$ cat src/rtl/seg7_pkg.sv
// seg7_pkg
// Shared definitions for the 7-segment display readback path.
//   - SEG_W: width of the segment bus (segments a..g, index 0 = a).
//   - SEG_0 .. SEG_F: active-low segment patterns for hex digits 0..F.
//     These are the same patterns the hex-to-segment decoder drives.
//   - state_t: readback state machine encoding.
package seg7_pkg;

    localparam int SEG_W = 7;

    typedef logic [0:SEG_W-1] seg_t;

    // Patterns are written abcdefg, 0 = lit.
    localparam seg_t SEG_0 = 7'b0000001;
    localparam seg_t SEG_1 = 7'b1001111;
    localparam seg_t SEG_2 = 7'b0010010;
    localparam seg_t SEG_3 = 7'b0000110;
    localparam seg_t SEG_4 = 7'b1001100;
    localparam seg_t SEG_5 = 7'b0100100;
    localparam seg_t SEG_6 = 7'b0100000;
    localparam seg_t SEG_7 = 7'b0001101;
    localparam seg_t SEG_8 = 7'b0000000;
    localparam seg_t SEG_9 = 7'b0000100;
    localparam seg_t SEG_A = 7'b0001000;
    localparam seg_t SEG_B = 7'b1100000;
    localparam seg_t SEG_C = 7'b0110001;
    localparam seg_t SEG_D = 7'b1000010;
    localparam seg_t SEG_E = 7'b0110000;
    localparam seg_t SEG_F = 7'b0111000;

    typedef enum logic [1:0] {
        IDLE    = 2'd0,
        SETTLE  = 2'd1,
        CAPTURE = 2'd2,
        HOLD    = 2'd3
    } state_t;

endpackage

$ cat src/rtl/seg7_pattern_to_hex.sv
// seg7_pattern_to_hex
// Combinational inverse of the hex-to-segment decoder.
// Ports:
//   seg    in  [0:6]  active-low segment pattern a..g
//   hit    out 1      pattern is one of the 16 hex codes
//   nibble out 4      decoded hex value (0 when hit = 0)
module seg7_pattern_to_hex
    import seg7_pkg::*;
(
    input  logic [0:SEG_W-1] seg,
    output logic             hit,
    output logic [3:0]       nibble
);

    always_comb begin
        hit    = 1'b1;
        nibble = 4'h0;
        case (seg)
            SEG_0:   nibble = 4'h0;
            SEG_1:   nibble = 4'h1;
            SEG_2:   nibble = 4'h2;
            SEG_3:   nibble = 4'h3;
            SEG_4:   nibble = 4'h4;
            SEG_5:   nibble = 4'h5;
            SEG_6:   nibble = 4'h6;
            SEG_7:   nibble = 4'h7;
            SEG_8:   nibble = 4'h8;
            SEG_9:   nibble = 4'h9;
            SEG_A:   nibble = 4'hA;
            SEG_B:   nibble = 4'hB;
            SEG_C:   nibble = 4'hC;
            SEG_D:   nibble = 4'hD;
            SEG_E:   nibble = 4'hE;
            SEG_F:   nibble = 4'hF;
            default: hit    = 1'b0;
        endcase
    end

endmodule

$ cat src/rtl/seg7_reader.sv
// seg7_reader
// Readback receiver for the multiplexed 7-segment bus. Waits for each
// {DigSel, Seg} pair to settle, decodes it back to a hex nibble and
// assembles the nibbles into a frame handed to the consumer.
//
// state    | meaning
// IDLE     | bus blanked (DigSel all zero), waiting for activity
// SETTLE   | counting consecutive cycles the pair has held
// CAPTURE  | one cycle: decode the settled pair and write it
// HOLD     | pair captured, waiting for it to change
//
// Ports:
//   Clock         in   sole clock, rising edge
//   Reset         in   synchronous, active-high
//   Seg           in   [0:6] segments a..g, 0 = lit
//   DigSel        in   DIGITS one-hot digit select, all-zero = blanking
//   FrameAck      in   consumer accepts the pending frame
//   Valor         out  4*DIGITS captured nibbles, digit i at [4i+3:4i]
//   DigitoValido  out  DIGITS per-digit captured flags for current frame
//   FrameReady    out  complete frame pending until acked
//   Erro          out  sticky: settled pattern matched no hex code
//   Overrun       out  sticky: valid capture dropped while frame pending
//   ErrCount      out  8, saturating invalid-pattern count
//                      (present only with SEG7_READER_ERR_CNT_EN defined)
module seg7_reader
    import seg7_pkg::*;
#(
    parameter int DIGITS        = 4,
    parameter int STABLE_CYCLES = 3
) (
    input  logic                  Clock,
    input  logic                  Reset,
    input  logic [0:SEG_W-1]      Seg,
    input  logic [DIGITS-1:0]     DigSel,
    input  logic                  FrameAck,
    output logic [4*DIGITS-1:0]   Valor,
    output logic [DIGITS-1:0]     DigitoValido,
    output logic                  FrameReady,
    output logic                  Erro,
    output logic                  Overrun
`ifdef SEG7_READER_ERR_CNT_EN
    ,
    output logic [7:0]            ErrCount
`endif
);

    localparam int S_W   = DIGITS + SEG_W;
    localparam int CNT_W = $clog2(STABLE_CYCLES + 1);
    localparam logic [CNT_W-1:0] CNT_LAST = CNT_W'(STABLE_CYCLES - 1);

    state_t              state;
    logic [CNT_W-1:0]    cnt;
    logic [S_W-1:0]      s_q;

    logic [S_W-1:0]      in_pair;
    logic [DIGITS-1:0]   s_digsel;
    logic [0:SEG_W-1]    s_seg;
    logic                pair_changed;
    logic                in_blank;
    logic                sel_onehot;
    logic                hit;
    logic [3:0]          nibble;
    logic                capture_en;
    logic                cap_valid;
    logic                cap_bad;
    logic                ack;
    logic                cap_write;
    logic [DIGITS-1:0]   dv_next;

    assign in_pair      = {DigSel, Seg};
    assign s_digsel     = s_q[S_W-1:SEG_W];
    assign s_seg        = s_q[SEG_W-1:0];
    assign pair_changed = (in_pair != s_q);
    assign in_blank     = (DigSel == '0);
    assign sel_onehot   = (s_digsel != '0) &&
                          ((s_digsel & (s_digsel - DIGITS'(1))) == '0);

    seg7_pattern_to_hex u_decode (
        .seg    (s_seg),
        .hit    (hit),
        .nibble (nibble)
    );

    assign capture_en = (state == CAPTURE);
    assign cap_valid  = capture_en && sel_onehot && hit;
    assign cap_bad    = capture_en && sel_onehot && !hit;
    assign ack        = FrameReady && FrameAck;
    // An ack on the capture edge clears the old frame first, so the capture
    // starts the next frame instead of being dropped.
    assign cap_write  = cap_valid && (!FrameReady || ack);
    assign dv_next    = (ack ? '0 : DigitoValido) | s_digsel;

    always_ff @(posedge Clock) begin
        if (Reset) begin
            state        <= IDLE;
            cnt          <= '0;
            s_q          <= '0;
            Valor        <= '0;
            DigitoValido <= '0;
            FrameReady   <= 1'b0;
            Erro         <= 1'b0;
            Overrun      <= 1'b0;
`ifdef SEG7_READER_ERR_CNT_EN
            ErrCount     <= '0;
`endif
        end else begin
            // S always tracks the bus; change detection compares against it.
            s_q <= in_pair;

            case (state)
                IDLE: begin
                    if (pair_changed) begin
                        state <= SETTLE;
                        cnt   <= '0;
                    end
                end
                SETTLE: begin
                    if (pair_changed) begin
                        cnt <= '0;
                    end else begin
                        cnt <= cnt + CNT_W'(1);
                        if (cnt == CNT_LAST)
                            state <= CAPTURE;
                    end
                end
                CAPTURE: begin
                    // S is refreshed on this edge, so a change arriving during
                    // the capture cycle must be acted on here or it is lost.
                    cnt <= '0;
                    if (!pair_changed)
                        state <= HOLD;
                    else if (in_blank)
                        state <= IDLE;
                    else
                        state <= SETTLE;
                end
                HOLD: begin
                    if (pair_changed) begin
                        cnt   <= '0;
                        state <= in_blank ? IDLE : SETTLE;
                    end
                end
                default: state <= IDLE;
            endcase

            if (ack) begin
                FrameReady   <= 1'b0;
                DigitoValido <= '0;
            end

            if (cap_write) begin
                for (int i = 0; i < DIGITS; i++) begin
                    if (s_digsel[i])
                        Valor[4*i +: 4] <= nibble;
                end
                DigitoValido <= dv_next;
                FrameReady   <= &dv_next;
            end

            if (cap_valid && FrameReady && !ack)
                Overrun <= 1'b1;

            if (cap_bad) begin
                Erro <= 1'b1;
`ifdef SEG7_READER_ERR_CNT_EN
                if (ErrCount != 8'hFF)
                    ErrCount <= ErrCount + 8'd1;
`endif
            end
        end
    end

endmodule

$ cat config.mk
export PLATFORM = sky130hd
export DESIGN_NAME = seg7_reader
export DESIGN_NICKNAME = d
export VERILOG_FILES = /design/src/rtl/seg7_pkg.sv /design/src/rtl/seg7_pattern_to_hex.sv /design/src/rtl/seg7_reader.sv
export SDC_FILE = /design/constraint.sdc
export NUM_CORES = 1
export LEC_CHECK = 0
export CORE_MARGIN = 4
export CORE_UTILIZATION = 47
export DETAILED_ROUTE_END_ITERATION = 10
export PLACE_DENSITY = 0.81
export SLEW_MARGIN = 30
export SYNTH_ARGS = -nofsm -noshare
export SYNTH_HDL_FRONTEND = slang
export SYNTH_HIERARCHICAL = 1
export SYNTH_SLANG_ARGS = --single-unit
$ cat constraint.sdc
create_clock -name Clock -period 2 [get_ports Clock]
set_input_delay 0.3 -clock Clock [delete_from_list [all_inputs] [get_ports Clock]]
set_output_delay 0.3 -clock Clock [all_outputs]
set_load 0.01 [all_outputs]
# Word-level counts from Yosys, hierarchy flattened
# Cells that the tools add are included.
dict set report word_totals {
  ff_bits 38
  latch_bits 0
  mem_bits_rw 0
  romBits 0
  inputBits 14
  output_inout_bits 23
  elab_cells 82
  n_memories 0
}
dict set report classes {
  addsub 2
  mul 0
  div_mod_pow 0
  order_cmp 0
  eq_ne 25
  shift 0
  muxes 16
  bitwise 2
  n_reduce_logical 26
}
# operator count
set op_table {}
lappend op_table {{4-bit case mux with 15 select lines} 1}
lappend op_table {{7-bit by 6-bit equality test with 1-bit output (second input constant)} 5}
lappend op_table {{7-bit equality test (second input constant)} 4}
lappend op_table {{16-bit OR reduction} 1}
lappend op_table {{7-bit by 3-bit equality test with 1-bit output (second input constant)} 2}
lappend op_table {{7-bit by 4-bit equality test with 1-bit output (second input constant)} 2}
lappend op_table {{2-bit 2-to-1 mux} 7}
lappend op_table {{11-bit inequality test} 1}
lappend op_table {{1-bit logical AND} 8}
lappend op_table {{4-bit zero test} 2}
lappend op_table {{4-bit 2-to-1 mux} 2}
lappend op_table {{2-bit inequality test (second input constant)} 4}
lappend op_table {{2-bit case mux with 4 select lines} 1}
lappend op_table {{2-bit AND reduction} 4}
lappend op_table {{4-bit AND reduction} 2}
lappend op_table {{7-bit by 1-bit equality test with 1-bit output (second input constant)} 1}
lappend op_table {{7-bit by 5-bit equality test with 1-bit output (second input constant)} 1}
lappend op_table {{7-bit zero test} 1}
lappend op_table {{2-bit equality test (second input constant)} 3}
lappend op_table {{2-bit case mux with 3 select lines} 1}
lappend op_table {{4-bit bitwise AND} 1}
lappend op_table {{1-bit 2-to-1 mux} 4}
lappend op_table {{4-bit bitwise OR} 1}
lappend op_table {{4-bit nonzero test} 1}
lappend op_table {{other kinds (9)} 11}

# Logic depth before layout (Yosys ltp)
dict set report depth {
  depth_word 8
  mapped_depth 9
  ltp_nobuf 8
}

# Hierarchy
# The synthesis kept the hierarchy.
# module n_inst cells_per_inst area_per_inst_um2 seq_area_each_um2
set by_module_without_submodules {}
lappend by_module_without_submodules {seg7_reader 1 169 1649.1 760.7}
lappend by_module_without_submodules {seg7_pattern_to_hex 1 52 362.8 0.0}

# Worst setup path before layout
# No wires, ideal clock.
dict set report synth_timing {
  path_kind {flip-flop to flip-flop}
  from {register s_q[6]}
  to {register Valor[11]}
  setup_ps 128
  t_arrival_ps 1955
  setup_slack_ps -83
  stages_incl_launch_ff 10
  n_path_buf 1
  path_cell_list {dfxtp_1 buf_2 inv_1 o311ai_2 a221o_1 nand4b_1 nand4_1 a21oi_4 mux2i_1 nor2_1}
}
dict set report synth_via {
  word_cells_on_any_way 22
  cone_classes {eq/ne (15); mux (2); reduce/logical (5)}
}
# item line_no
set synth_lines {}
lappend synth_lines {{from (decl)} seg7_reader.sv:53} ;# logic [S_W-1:0] s_q;
lappend synth_lines {{from (signal assigned)} seg7_reader.sv:108} ;# s_q <= in_pair;
lappend synth_lines {{7-bit by 6-bit equality test with 1-bit output (tied with other cells)} seg7_pattern_to_hex.sv:18} ;# case (seg)
lappend synth_lines {{4-bit case mux with 15 select lines *} seg7_pattern_to_hex.sv:18}
lappend synth_lines {{net nibble[3]} seg7_reader.sv:62} ;# logic [3:0] nibble;
lappend synth_lines {{to (signal, indexed assignment)} seg7_reader.sv:154} ;# Valor[4*i +: 4] <= nibble;
lappend synth_lines {{to (decl)} seg7_reader.sv:36} ;# output logic [4*DIGITS-1:0] Valor,
# Mark *: on every way through the listed nets, which the timed path passes. The rest lies on a longest branch.
# A chain may end at the register's enable or synchronous reset.

# Final worst setup path
dict set report layout_timing {
  from {register s_q[5]}
  to {register Valor[3]}
}
# The elaborated chain is that of the path after synthesis.

==> results.yml <==
run_status:
  status: "finished with violations"
  failed_checks: "negative setup slack"
synthesis:
  synth-edff-count: 0
  synthArstFlopShare_pct: 0
  ys_seq_area_share_pct: 37.8
  synth.distinct_cells: 48
  postSynthCellCount: 221
  ys_warn_count: 6
  synth_fp_nets: 242
  syn-cell-area_sq_um: 2010
  synth_flop_cell: "dfxtp_1"
  ys_seq_elements: 38
  avgSynthCellArea_sq_um: 9.10
floorplanning:
  ios: 37
  core_area_sq_um: 4060
  start_util_pct: 49.6
  die_area_sq_um: 5390
  num_rows: 23
  die_w_um: 73.4
  dieHeight_um: 73.4
hold_path:
  whs_endpoint: "Overrun$_SDFFE_PP0P_"
  holdPathStages: 2
  hp-class: "flip-flop to flip-flop"
  worstHoldStart: "Overrun$_SDFFE_PP0P_"
power:
  pwr-share-comb_pct: 26.4
  ir_drop_uv: 544
  switchingPower_mw: 0.556
  powerDensity_nw_per_um2: 657
  p_leak_nw: 1.09
  p_int_mw: 1.31
  p_clk_share_pct: 28.8
  switching_share_pct: 29.8
  pwr-share-seq_pct: 44.8
  total_power_mw: 1.87
worst_setup_path:
  start_kind: "flip-flop"
  timing.rr.end: "Valor[3]$_SDFFE_PP0P_"
  critPathSlowestCell: "dfxtp_4"
  cp_cell_sequence: "and3b_1, a32o_2, a221o_1, nand4b_1, nand4_1, a21oi_4, mux2i_1, nor2_1"
  worstRegToRegCells: 8
  worstSetupPathType: "flip-flop to flip-flop"
  cp.arrival_ns: 2.28
  required_ns: 2.17
  path_max_fanout: 6
  r2r_start: "s_q[5]$_SDFF_PP0_"
  endpoint_kind: "flip-flop"
  reg2reg_slack_ns: -0.11
  slowest_delay_ns: 0.38
run:
  cap_violations: 0
clocking:
  numClockSinks: 38
  htreeDepth: 2
  clk-insertion-delay-late_ns: 0.28
  root_buffer: "clkbuf_8"
  cts_buffers: 5
  cts.clk_slew.worst_paths_ns: 0.07
  cts_max_path_buffers: 2
  cts.hold.buffers_added: 0
  cts_tree: "built"
sta:
  max_slew_margin_pct: 39.4
  setup_violations: 22
  tightestPinTransition_ns: 0.905
  setup_ws_ns: -0.115
  period_needed_ns: 2.11
  final_hold_viol_count: 0
  rsz0062_at_grt: "true"
  finalMaxSlewViolations: 0
  max_freq_ghz: 0.473
  clock_skew_ns: 0.00262
  fin_crit_sh_pct: 106
final_layout:
  stdcell_area_sq_um: 2840
  final_cell_mix: "38 x buf_4, 36 x clkdlybuf4s50_1, 33 x nor2_1, 31 x dfxtp_1, 17 x mux2i_1"
  layout.cells.most_common: "buf_4"
  drive_above_1_share_pct: 26.2
  final_util_pct: 70.0
  antennaDiodeCount: 0
  fin_nets: 314
  area_growth_pct: 41.1
global_route:
  track_usage_pct: 19.1
  grt_pass1_wl_um: 8020
  antenna_found_initial: 0
  grt_pass1_vias: 1798
  grt_max_degree: 30
  grt_overflow: 0
route:
  detail-route-antenna-nets: 0
  drc_errors: 0
  drt_iter0_markers: 81
  post_drt_via_cell_ratio: 5.39
  num_vias: 1855
  dr.pass1.iters: 4
  totalWireLength_um: 4980
  wl_per_cell_um: 14.5
placement:
  io_buffers: 36
  postPlaceCellArea_sq_um: 2610
  dpl.hpwl_um: 3420
  gp_congestion: 0.877
  dp_slack_ns: -0.216
-- per-layer routing --
| layer | wire length (um) | GRT usage [%] | up-vias |
|---|---|---|---|
| met4 | 83 | 7.24 | 0 |
| met3 | 186 | 3.97 | 11 |
| li1 | - | - | 929 |
| met2 | 2620 | 33.5 | 47 |
| met1 | 2090 | 22.7 | 868 |
| met5 | 0 | 0 | - |
-- worst max-delay path by stage --
stage	cells past startpoint	from	to	slack, ns
6_report	8	s_q[5]$_SDFF_PP0_	Valor[3]$_SDFFE_PP0P_	-0.11
5_1_grt	8	s_q[3]$_SDFF_PP0_	Valor[8]$_SDFFE_PP0P_	-0.21
4_1_cts	8	s_q[5]$_SDFF_PP0_	Valor[3]$_SDFFE_PP0P_	-0.09
3_5_place_dp	8	s_q[4]$_SDFF_PP0_	Valor[3]$_SDFFE_PP0P_	-0.22
3_3_place_gp	8	s_q[4]$_SDFF_PP0_	Valor[4]$_SDFFE_PP0P_	-0.20
2_1_floorplan	9	s_q[5]$_SDFF_PP0_	Valor[11]$_SDFFE_PP0P_	0.003
-- layout make-up --
type	instances	area (sq um)
clock buffers	6	82.6
clock inverters	2	12.5
fillers	293	1220
inverters	8	30.0
multi-input cells	164	1210
flip-flops and latches	38	777
well taps	50	62.6
repair buffers	76	668
-- per-stage QoR --
stage / instances / hold slack, ns / TNS, ns
3_5_place_dp: 327 / 0.478 / -3.53
2_1_floorplan: 221 / 0.428 / 0
6_report: 344 / 0.490 / -1.66
3_3_place_gp: 327 / 0.454 / -3.28
5_1_grt: 344 / 0.524 / -3.81
4_1_cts: 343 / 0.498 / -0.951
-- what timing repair did --
item	in CTS	in global routing
endpoints found under the setup margin	22	24
resized for setup	16	9
setup buffers	8	1
pin swaps	16	11
-- registers in the layout (all words and copies together), names as in the netlist --
name          cells
Overrun           1
state             2
Erro              1
cnt               2
DigitoValido      4
Valor            16
FrameReady        1
s_q              11
-- worst max-delay path: cells and delay by family, from the launching register on --
family	cells	cell delay, ns
AOI/OAI and AO/OA	3	0.64
DFF	1	0.38
muxes	1	0.23
and+or+nand+nor	4	0.75
-- cell families after synthesis --
| kind of cell | share of synthesized area, % |
|---|---|
| AO/OA/AOI/OAI | 15.5 |
| flip-flops | 37.8 |
| XOR/XNOR | 5.22 |
| AND/OR/NAND/NOR | 23.8 |
| adder cells (fa/ha/maj) | 4.35 |
| multiplexers | 8.46 |
| buffers and inverters | 4.85 |
-- Yosys cell counts (all sizes together), types with 2 or more instances --
library cell,count,share of area [%]
or4,2,0.93
buf,7,2.6
mux2i,17,8.5
nor2b,11,3.4
nor3b,2,0.75
a21oi,20,7.2
nand4,5,1.6
dfxtp,38,38
and3,2,0.62
nor4,4,1.2
a22oi,2,0.75
or3,4,1.2
nor3,5,1.2
nand4b,2,0.87
o21ai,6,1.5
nand2,3,0.56
nand2b,2,0.62
o32ai,2,0.87
inv,8,1.5
clkbuf,4,0.75
nand3,4,1.0
nor2,35,6.9
xor2,12,5.2
a21boi,2,0.93
ha,7,4.4
-- power by group through the flow --
stage	clock network (mW)	logic, mW	registers [mW]
detailed placement	0	0.455	0.854
floorplan	0	0.302	0.841
global placement	0	0.440	0.849
global route	0.587	0.548	0.839
CTS	0.551	0.478	0.833
finish	0.537	0.493	0.836
(Power assumes the default switching activity.)
